<file path="src/rtl/alu.sv">
// ---------------------------------------------------------------------------
// alu -- registered 32-bit integer ALU for the MIPS execute stage.
//
// Computes AND, OR, add, sub, slt, NOR, sll and (optionally) rotate-left
// from two operands, a 4-bit control code and a 5-bit shift amount. Result
// and flags are registered once, feeding the EX/MEM boundary (1-cycle latency,
// one new operation per cycle, no enable).
//
// Configuration:
//   ALU_ROTATE_EN  defined   -> code 1110 rotates data2 left by shamt
//                  undefined -> no rotator; 1110 is an unsupported code
//
// Ports:
//   clk            in   1   rising-edge clock
//   rst            in   1   asynchronous active-high reset
//   data1          in  32   operand A (rs)
//   data2          in  32   operand B (rt; shift/rotate source)
//   ALU_Control    in   4   operation select
//   shamt          in   5   shift/rotate amount 0..31
//   ALU_result     out 32   registered result (0 on unsupported code)
//   Control_error  out  1   registered; 1 on unsupported code
//   zero           out  1   registered; 1 when ALU_result is 0
// ---------------------------------------------------------------------------
module alu (
    input  logic        clk,
    input  logic        rst,
    input  logic [31:0] data1,
    input  logic [31:0] data2,
    input  logic [3:0]  ALU_Control,
    input  logic [4:0]  shamt,
    output logic [31:0] ALU_result,
    output logic        Control_error,
    output logic        zero
);

    typedef enum logic [3:0] {
        OP_AND = 4'b0000,
        OP_OR  = 4'b0001,
        OP_ADD = 4'b0010,
        OP_SUB = 4'b0110,
        OP_SLT = 4'b0111,
        OP_NOR = 4'b1100,
        OP_SLL = 4'b1101,
        OP_RLL = 4'b1110
    } alu_op_e;

    logic [31:0] nxt_result;
    logic        nxt_error;

    always_comb begin
        nxt_result = '0;
        nxt_error  = 1'b0;
        case (alu_op_e'(ALU_Control))
            OP_AND: nxt_result = data1 & data2;
            OP_OR:  nxt_result = data1 | data2;
            OP_ADD: nxt_result = data1 + data2;
            OP_SUB: nxt_result = data1 - data2;
            // Signed compare directly, so subtraction overflow cannot flip the answer.
            OP_SLT: nxt_result = {31'd0, ($signed(data1) < $signed(data2))};
            OP_NOR: nxt_result = ~(data1 | data2);
            OP_SLL: nxt_result = data2 << shamt;
`ifdef ALU_ROTATE_EN
            // For shamt = 0 the right shift is by 32, contributing nothing.
            OP_RLL: nxt_result = (data2 << shamt) |
                                 (data2 >> (6'd32 - {1'b0, shamt}));
`endif
            default: begin
                nxt_result = '0;
                nxt_error  = 1'b1;
            end
        endcase
    end

    always_ff @(posedge clk or posedge rst) begin
        if (rst) begin
            ALU_result    <= '0;
            Control_error <= 1'b0;
            zero          <= 1'b1;
        end else begin
            ALU_result    <= nxt_result;
            Control_error <= nxt_error;
            zero          <= (nxt_result == '0);
        end
    end

endmodule

</file>
<file path="config.mk">
export PLATFORM = sky130hd
export DESIGN_NAME = alu
export DESIGN_NICKNAME = d
export VERILOG_FILES = /design/src/rtl/alu.sv
export SDC_FILE = /design/constraint.sdc
export NUM_CORES = 1
export LEC_CHECK = 0
export ABC_AREA = 1
export ABC_CLOCK_PERIOD_IN_PS = 800
export BUFFER_PORTS_ARGS = -buffer_cell sky130_fd_sc_hd__buf_2
export CORE_ASPECT_RATIO = 0.7
export CORE_MARGIN = 2
export CORE_UTILIZATION = 50
export CTS_CLUSTER_SIZE = 40
export DETAILED_ROUTE_END_ITERATION = 8
export GPL_ROUTABILITY_DRIVEN = 0
export PLACE_DENSITY_LB_ADDON = 0.1
export SLEW_MARGIN = 40
export SYNTH_ARGS = -nofsm -noshare
export SYNTH_HDL_FRONTEND = slang
export SYNTH_SLANG_ARGS = --single-unit
</file>
<file path="constraint.sdc">
create_clock -name clk -period 0.8 [get_ports clk]
set_input_delay 0.04 -clock clk [delete_from_list [all_inputs] [get_ports clk]]
set_output_delay 0.04 -clock clk [all_outputs]
set_load 0.05 [all_outputs]
</file>
==> results of run 1 <==
[cell families after synthesis]
kind of cell	after synthesis	synth area share [%]
buffers and inverters	379	16.4
and+or+nand+nor	1126	51.0
DFF	34	9.13
adders and majority gates	100	13.6
AOI/OAI and AO/OA	163	9.96
[metrics by stage]
step / instance area [um2] / setup slack [ns] / utilization (%)
after floorplan: 10300 / -1.01 / -
after detailed placement: 13500 / -1.58 / 74.5
after global placement: 13500 / -1.55 / 74.5
after CTS: 15300 / -1.03 / 84.5
[metal layers]
layer	overflow	track usage, %
met3	3	69.4
met2	40	88.6
met1	9	77.9
met5	0	54.2
met4	17	66.6
[repair_timing]
item / CTS
hold endpoints to repair: 33
cloned: 1
setup endpoints to repair: 68
pin swaps: 157
hold buffers: 1
setup buffers: 45
resized for setup: 447
==> insert_results.sql, run 1 <==
INSERT INTO impl_metrics (metric_group, metric, value, unit) VALUES
('place', 'numPlacedInstances', '2449', ''),
('synthesis', 'yosys.cell_types.count', '39', ''),
('clocking', 'max-clock-path-buffers', '2', ''),
('clocking', 'clock_tree_root_buffer_cell', 'clkbuf_16', ''),
('place', 'numPortBuffers', '108', ''),
('clocking', 'clock_sink_count', '34', ''),
('synthesis', 'yosysTopAreaCell', 'nand2_1', ''),
('global_route', 'grt_max_degree', '35', ''),
('synthesis', 'warnings_synthesis', '0', ''),
('floorplanning', 'num_rows', '41', ''),
('synthesis', 'list_of_most_frequent_post_synthesis_cells', 'nand2_1, inv_1, nand3_1', ''),
('clocking', 'cts_made_buffers', '5', ''),
('clocking', 'h-tree-depth', '2', ''),
('outcome', 'run.stop_error', '[ERROR GRT-0232] Routing congestion too high. Check the congestion heatmap in the GUI.', ''),
('outcome', 'outcome.stop_stage', 'global routing (5_1_grt)', ''),
('floorplanning', 'die_height', '118', 'um'),
('synthesis', 'post_synth_instance_area', '9330', 'um2'),
('synthesis', 'synthesis.instances', '1802', ''),
('synthesis', 'postSynthNetCount', '1977', ''),
('outcome', 'result_of_the_run', 'aborted with a tool error', ''),
('floorplanning', 'pin_count', '109', ''),
('synthesis', 'synth_most_common_cell', 'nand2_1', ''),
('floorplanning', 'initial_standard_cell_utilization_of_the_core', '51.4', '%'),
('sta', 'globalroute.repair_timing.worst_endpoint', 'zero$_DFF_PP1_/D', ''),
('synthesis', 'flip_flop_and_latch_count_after_synthesis', '34', ''),
('synthesis', 'ys.flop_type', 'dfrtp_1', ''),
('global_route', 'grt_overflow', '69', ''),
('synthesis', 'synth_edf_count', '0', ''),
('synthesis', 'async_flop_share', '100', '%'),
('place', 'hpwl', '35700', 'um'),
('synthesis', 'avgSynthCellArea', '5.18', 'um2'),
('synthesis', 'synth_top_cell_area_share', '23.1', '%'),
('synthesis', 'ys_top_cells_by_area', 'nand2_1, nand3_1, ha_1', ''),
('sta', 'worst_endpoint_kind', 'register input', ''),
('floorplanning', 'floorplan.die.width', '167', 'um'),
('global_route', 'groute.usage.overall', '76.9', '%'),
('synthesis', 'synth_sequential_area_ratio', '9.13', '%');
==> run 2, diff against run 1 <==
==> config.mk (replaced) <==
export PLATFORM = sky130hd
export DESIGN_NAME = alu
export DESIGN_NICKNAME = d
export VERILOG_FILES = /design/src/rtl/alu.sv
export SDC_FILE = /design/constraint.sdc
export NUM_CORES = 1
export LEC_CHECK = 0
export ABC_AREA = 1
export ABC_CLOCK_PERIOD_IN_PS = 1040
export BUFFER_PORTS_ARGS = -buffer_cell sky130_fd_sc_hd__buf_2
export CORE_MARGIN = 2
export CORE_UTILIZATION = 35
export DETAILED_ROUTE_END_ITERATION = 8
export GPL_ROUTABILITY_DRIVEN = 0
export PLACE_DENSITY_LB_ADDON = 0.15
export SLEW_MARGIN = 40
export SYNTH_ARGS = -nofsm -noshare
export SYNTH_HDL_FRONTEND = slang
export SYNTH_SLANG_ARGS = --single-unit
==> constraint.sdc (replaced) <==
create_clock -name clk -period 1.04 [get_ports clk]
set_input_delay 0.052 -clock clk [delete_from_list [all_inputs] [get_ports clk]]
set_output_delay 0.052 -clock clk [all_outputs]
set_load 0.05 [all_outputs]
==> insert_results.sql, run 2 <==
INSERT INTO impl_metrics (metric_group, metric, value, unit) VALUES
('outcome', 'result_of_the_run', 'finished, violations left', ''),
('outcome', 'violations_in_the_final_reports', 'DRC, setup timing', ''),
('synthesis', 'async_flop_share', '100', '%'),
('power_and_ir_drop', 'power_density', '711', 'nW/um2'),
('place', 'hpwl', '36000', 'um'),
('power_and_ir_drop', 'p_leak', '8.93', 'nW'),
('clocking', 'clock_sink_count', '34', ''),
('global_route', 'via_count_of_the_first_global_routing_pass', '12700', ''),
('final_layout', 'num-nets-final', '2474', ''),
('final_layout', 'number_of_cells_in_the_finished_layout_apart_from_fillers', '2634', ''),
('global_route', 'grt_overflow', '0', ''),
('clocking', 'tritoncts', 'built', ''),
('sta', 'final_max_slew_viol_count', '0', ''),
('detailed_routing', 'route.detailed.drc', '9', ''),
('final_layout', 'drive_above_1_share', '47.3', '%'),
('floorplanning', 'initial_standard_cell_utilization_of_the_core', '35.7', '%'),
('clocking', 'cts_made_buffers', '5', ''),
('synthesis', 'synth_sequential_area_ratio', '9.13', '%'),
('synthesis', 'list_of_most_frequent_post_synthesis_cells', 'nand2_1, inv_1, nand3_1', ''),
('final_layout', 'mostFrequentLayoutCells', 'nand2_1, buf_4, nand3_1', ''),
('worst_setup_path', 'timing.critical_path.slowest_stage_cell', 'fa_2', ''),
('floorplanning', 'core-area', '26100', 'um2'),
('final_layout', 'antennaDiodeCount', '0', ''),
('synthesis', 'synth_most_common_cell', 'nand2_1', ''),
('hold_path', 'min-delay-path-class', 'input pin to async pin', ''),
('clocking', 'max-clock-path-buffers', '2', ''),
('final_layout', 'mostFrequentLayoutCell', 'nand2_1', ''),
('synthesis', 'warnings_synthesis', '0', ''),
('synthesis', 'ys.flop_type', 'dfrtp_1', ''),
('global_route', 'grt_antenna_before_repair', '0', ''),
('final_layout', 'largest_reg_flops', '32', ''),
('sta', 'worst_slack', '-1.04', 'ns'),
('sta', 'layout_worst_path_cycle_share', '200', '%'),
('detailed_routing', 'wl_per_cell', '17.1', 'um'),
('worst_setup_path', 'worstPathArrival', '2.29', 'ns'),
('sta', 'grt_setup_unrepaired', 'true', ''),
('final_layout', 'final_core_util', '63.3', '%'),
('global_route', 'groute.usage.overall', '30.1', '%'),
('synthesis', 'ys_top_cells_by_area', 'nand2_1, nand3_1, ha_1', ''),
('detailed_routing', 'routed_wl', '45100', 'um'),
('floorplanning', 'floorplan.die.width', '167', 'um'),
('sta', 'final-hold-violation-count', '0', ''),
('detailed_routing', 'drt_iter0_drc', '1469', ''),
('sta', 'timing.slew.headroom', '68.4', '%'),
('synthesis', 'synth_edf_count', '0', ''),
('place', 'numPortBuffers', '108', ''),
('detailed_routing', 'dr.pass1.iters', '8', ''),
('global_route', 'grt_max_degree', '35', ''),
('worst_setup_path', 'category_of_the_worst_setup_path_capture_point', 'flop', ''),
('final_layout', 'areaGrowthSynthToFinish', '77.3', '%'),
('clocking', 'clock_tree_root_buffer_cell', 'clkbuf_16', ''),
('sta', 'worst_pin_slew', '0.475', 'ns'),
('final_layout', 'biggestRegsByFlops', 'ALU_result x32, Control_error x1, zero x1', ''),
('synthesis', 'synth_top_cell_area_share', '23.1', '%'),
('sta', 'fmax', '481', 'MHz'),
('floorplanning', 'area_of_the_die', '28000', 'um2'),
('sta', 'hold-worst-slack', '0.356', 'ns'),
('synthesis', 'postSynthNetCount', '1977', ''),
('detailed_routing', 'detail_route_antenna_nets', '0', ''),
('worst_setup_path', 'critical_path_class', 'input pin to flop', ''),
('worst_setup_path', 'critical_path.startpoint_type', 'input pin', ''),
('synthesis', 'flip_flop_and_latch_count_after_synthesis', '34', ''),
('worst_setup_path', 'worstPathBufferInverterCount', '3', ''),
('synthesis', 'yosysTopAreaCell', 'nand2_1', ''),
('synthesis', 'synthesis.instances', '1802', ''),
('place', 'numPlacedInstances', '2562', ''),
('worst_setup_path', 'cp_slowest_stage_delay', '0.39', 'ns'),
('clocking', 'h-tree-depth', '2', ''),
('detailed_routing', 'viasPerCell', '5.21', ''),
('detailed_routing', 'route.vias.total', '13700', ''),
('flow_run', 'drv.max_cap_violation_count', '0', ''),
('floorplanning', 'die_height', '167', 'um'),
('global_route', 'global_route_wire_length_before_repair', '66500', 'um'),
('synthesis', 'avgSynthCellArea', '5.18', 'um2'),
('worst_setup_path', 'worst-path-max-fanout', '3', ''),
('worst_setup_path', 'worstPathCellList', 'buf_12 > inv_12 > ha_4 > inv_4 > fa_2 > nand2_2 > nand2_4 > nand3_2 > nand2_2 > nand2_2 > nand3_4 > o21ai_1 > nor2_1 > nor2_2 > nand2_1 > nor2_1 > nand2_1 > nor2_2 > nand2_1 > nor2_1', ''),
('floorplanning', 'num_rows', '59', ''),
('sta', 'setup_viol_count_final', '33', ''),
('power_and_ir_drop', 'irDropWorstVdd', '0.524', 'mV'),
('final_layout', 'top_reg_by_flops', 'ALU_result', ''),
('worst_setup_path', 'critical-path-top-delay-family', 'simple AND/OR/NAND/NOR gates', ''),
('place', 'dp_worst_setup_slack', '-1.43', 'ns'),
('synthesis', 'post_synth_instance_area', '9330', 'um2'),
('sta', 'period_minus_slack', '2.08', 'ns'),
('floorplanning', 'pin_count', '109', ''),
('synthesis', 'yosys.cell_types.count', '39', ''),
('clocking', 'clkTransAtPathRegs', '0.05', 'ns'),
('worst_setup_path', 'worst_ep_required_time', '1.25', 'ns');
## run 2: worst max path at each step
stage | to | start | slack [ns] | depth (start not counted)
final | zero | data1[0] | -1.04 | 20
after global routing | zero | data1[0] | -1.15 | 20
after CTS | zero | data1[0] | -0.93 | 19
after detailed placement | zero | data2[0] | -1.43 | 19
after global placement | zero | data2[0] | -1.39 | 18
after floorplan | zero | data1[0] | -0.79 | 18
## run 2: routing by layer
metal	global-route usage [%]	vias to the layer above	routed length, um
met1	41.5	6370	19500
met5	0	-	0
met4	8.05	0	1370
met3	2.43	91	3440
li1	-	6657	-
met2	50.5	618	20800
## run 2: repair_timing
item	in CTS	in global routing
hold buffers	1	0
cloned	0	0
buffers inserted	52	28
endpoints found under the hold margin	33	0
pin swaps	146	105
gates resized for setup	387	237
endpoints found under the setup margin	35	34
## run 2: report_power, final
part	switching, mW	internal [mW]
clock	0.489	0.869
sequential	0.0246	1.45
combinational	5.17	3.76
total	5.68	6.08
## run 2: cells by family (layout without fill, tap and decap cells)
group                    after synthesis  count (layout)  synth area share, %
adder cells (fa/ha/maj)              100             100                 13.6
flip-flops                            34              34                 9.13
buffers and inverters                379             876                 16.4
AO/OA/AOI/OAI                        163             163                 9.96
AND/OR/NAND/NOR                     1126            1126                 51.0
## run 2: final cells by class
class	count	area, um2
Clock buffer	5	125
Multi-Input combinational cell	1389	9280
Tap cell	335	419
Inverter	316	1350
Timing Repair Buffer	553	4500
Sequential cell	34	852
Clock inverter	2	15.0
Fill cell	2382	9590
## run 2: per-stage QoR
step | cell area, um2 | total power, mW | setup TNS (ns)
after global placement | 13800 | 8.45 | -30.87
after detailed placement | 13800 | 8.53 | -31.59
final | 16500 | 11.8 | -18.97
after global routing | 16500 | 12.5 | -21.32
after CTS | 15600 | 10.9 | -16.64
after floorplan | 10300 | 5.52 | -11.45
(Power assumes the default switching activity.)
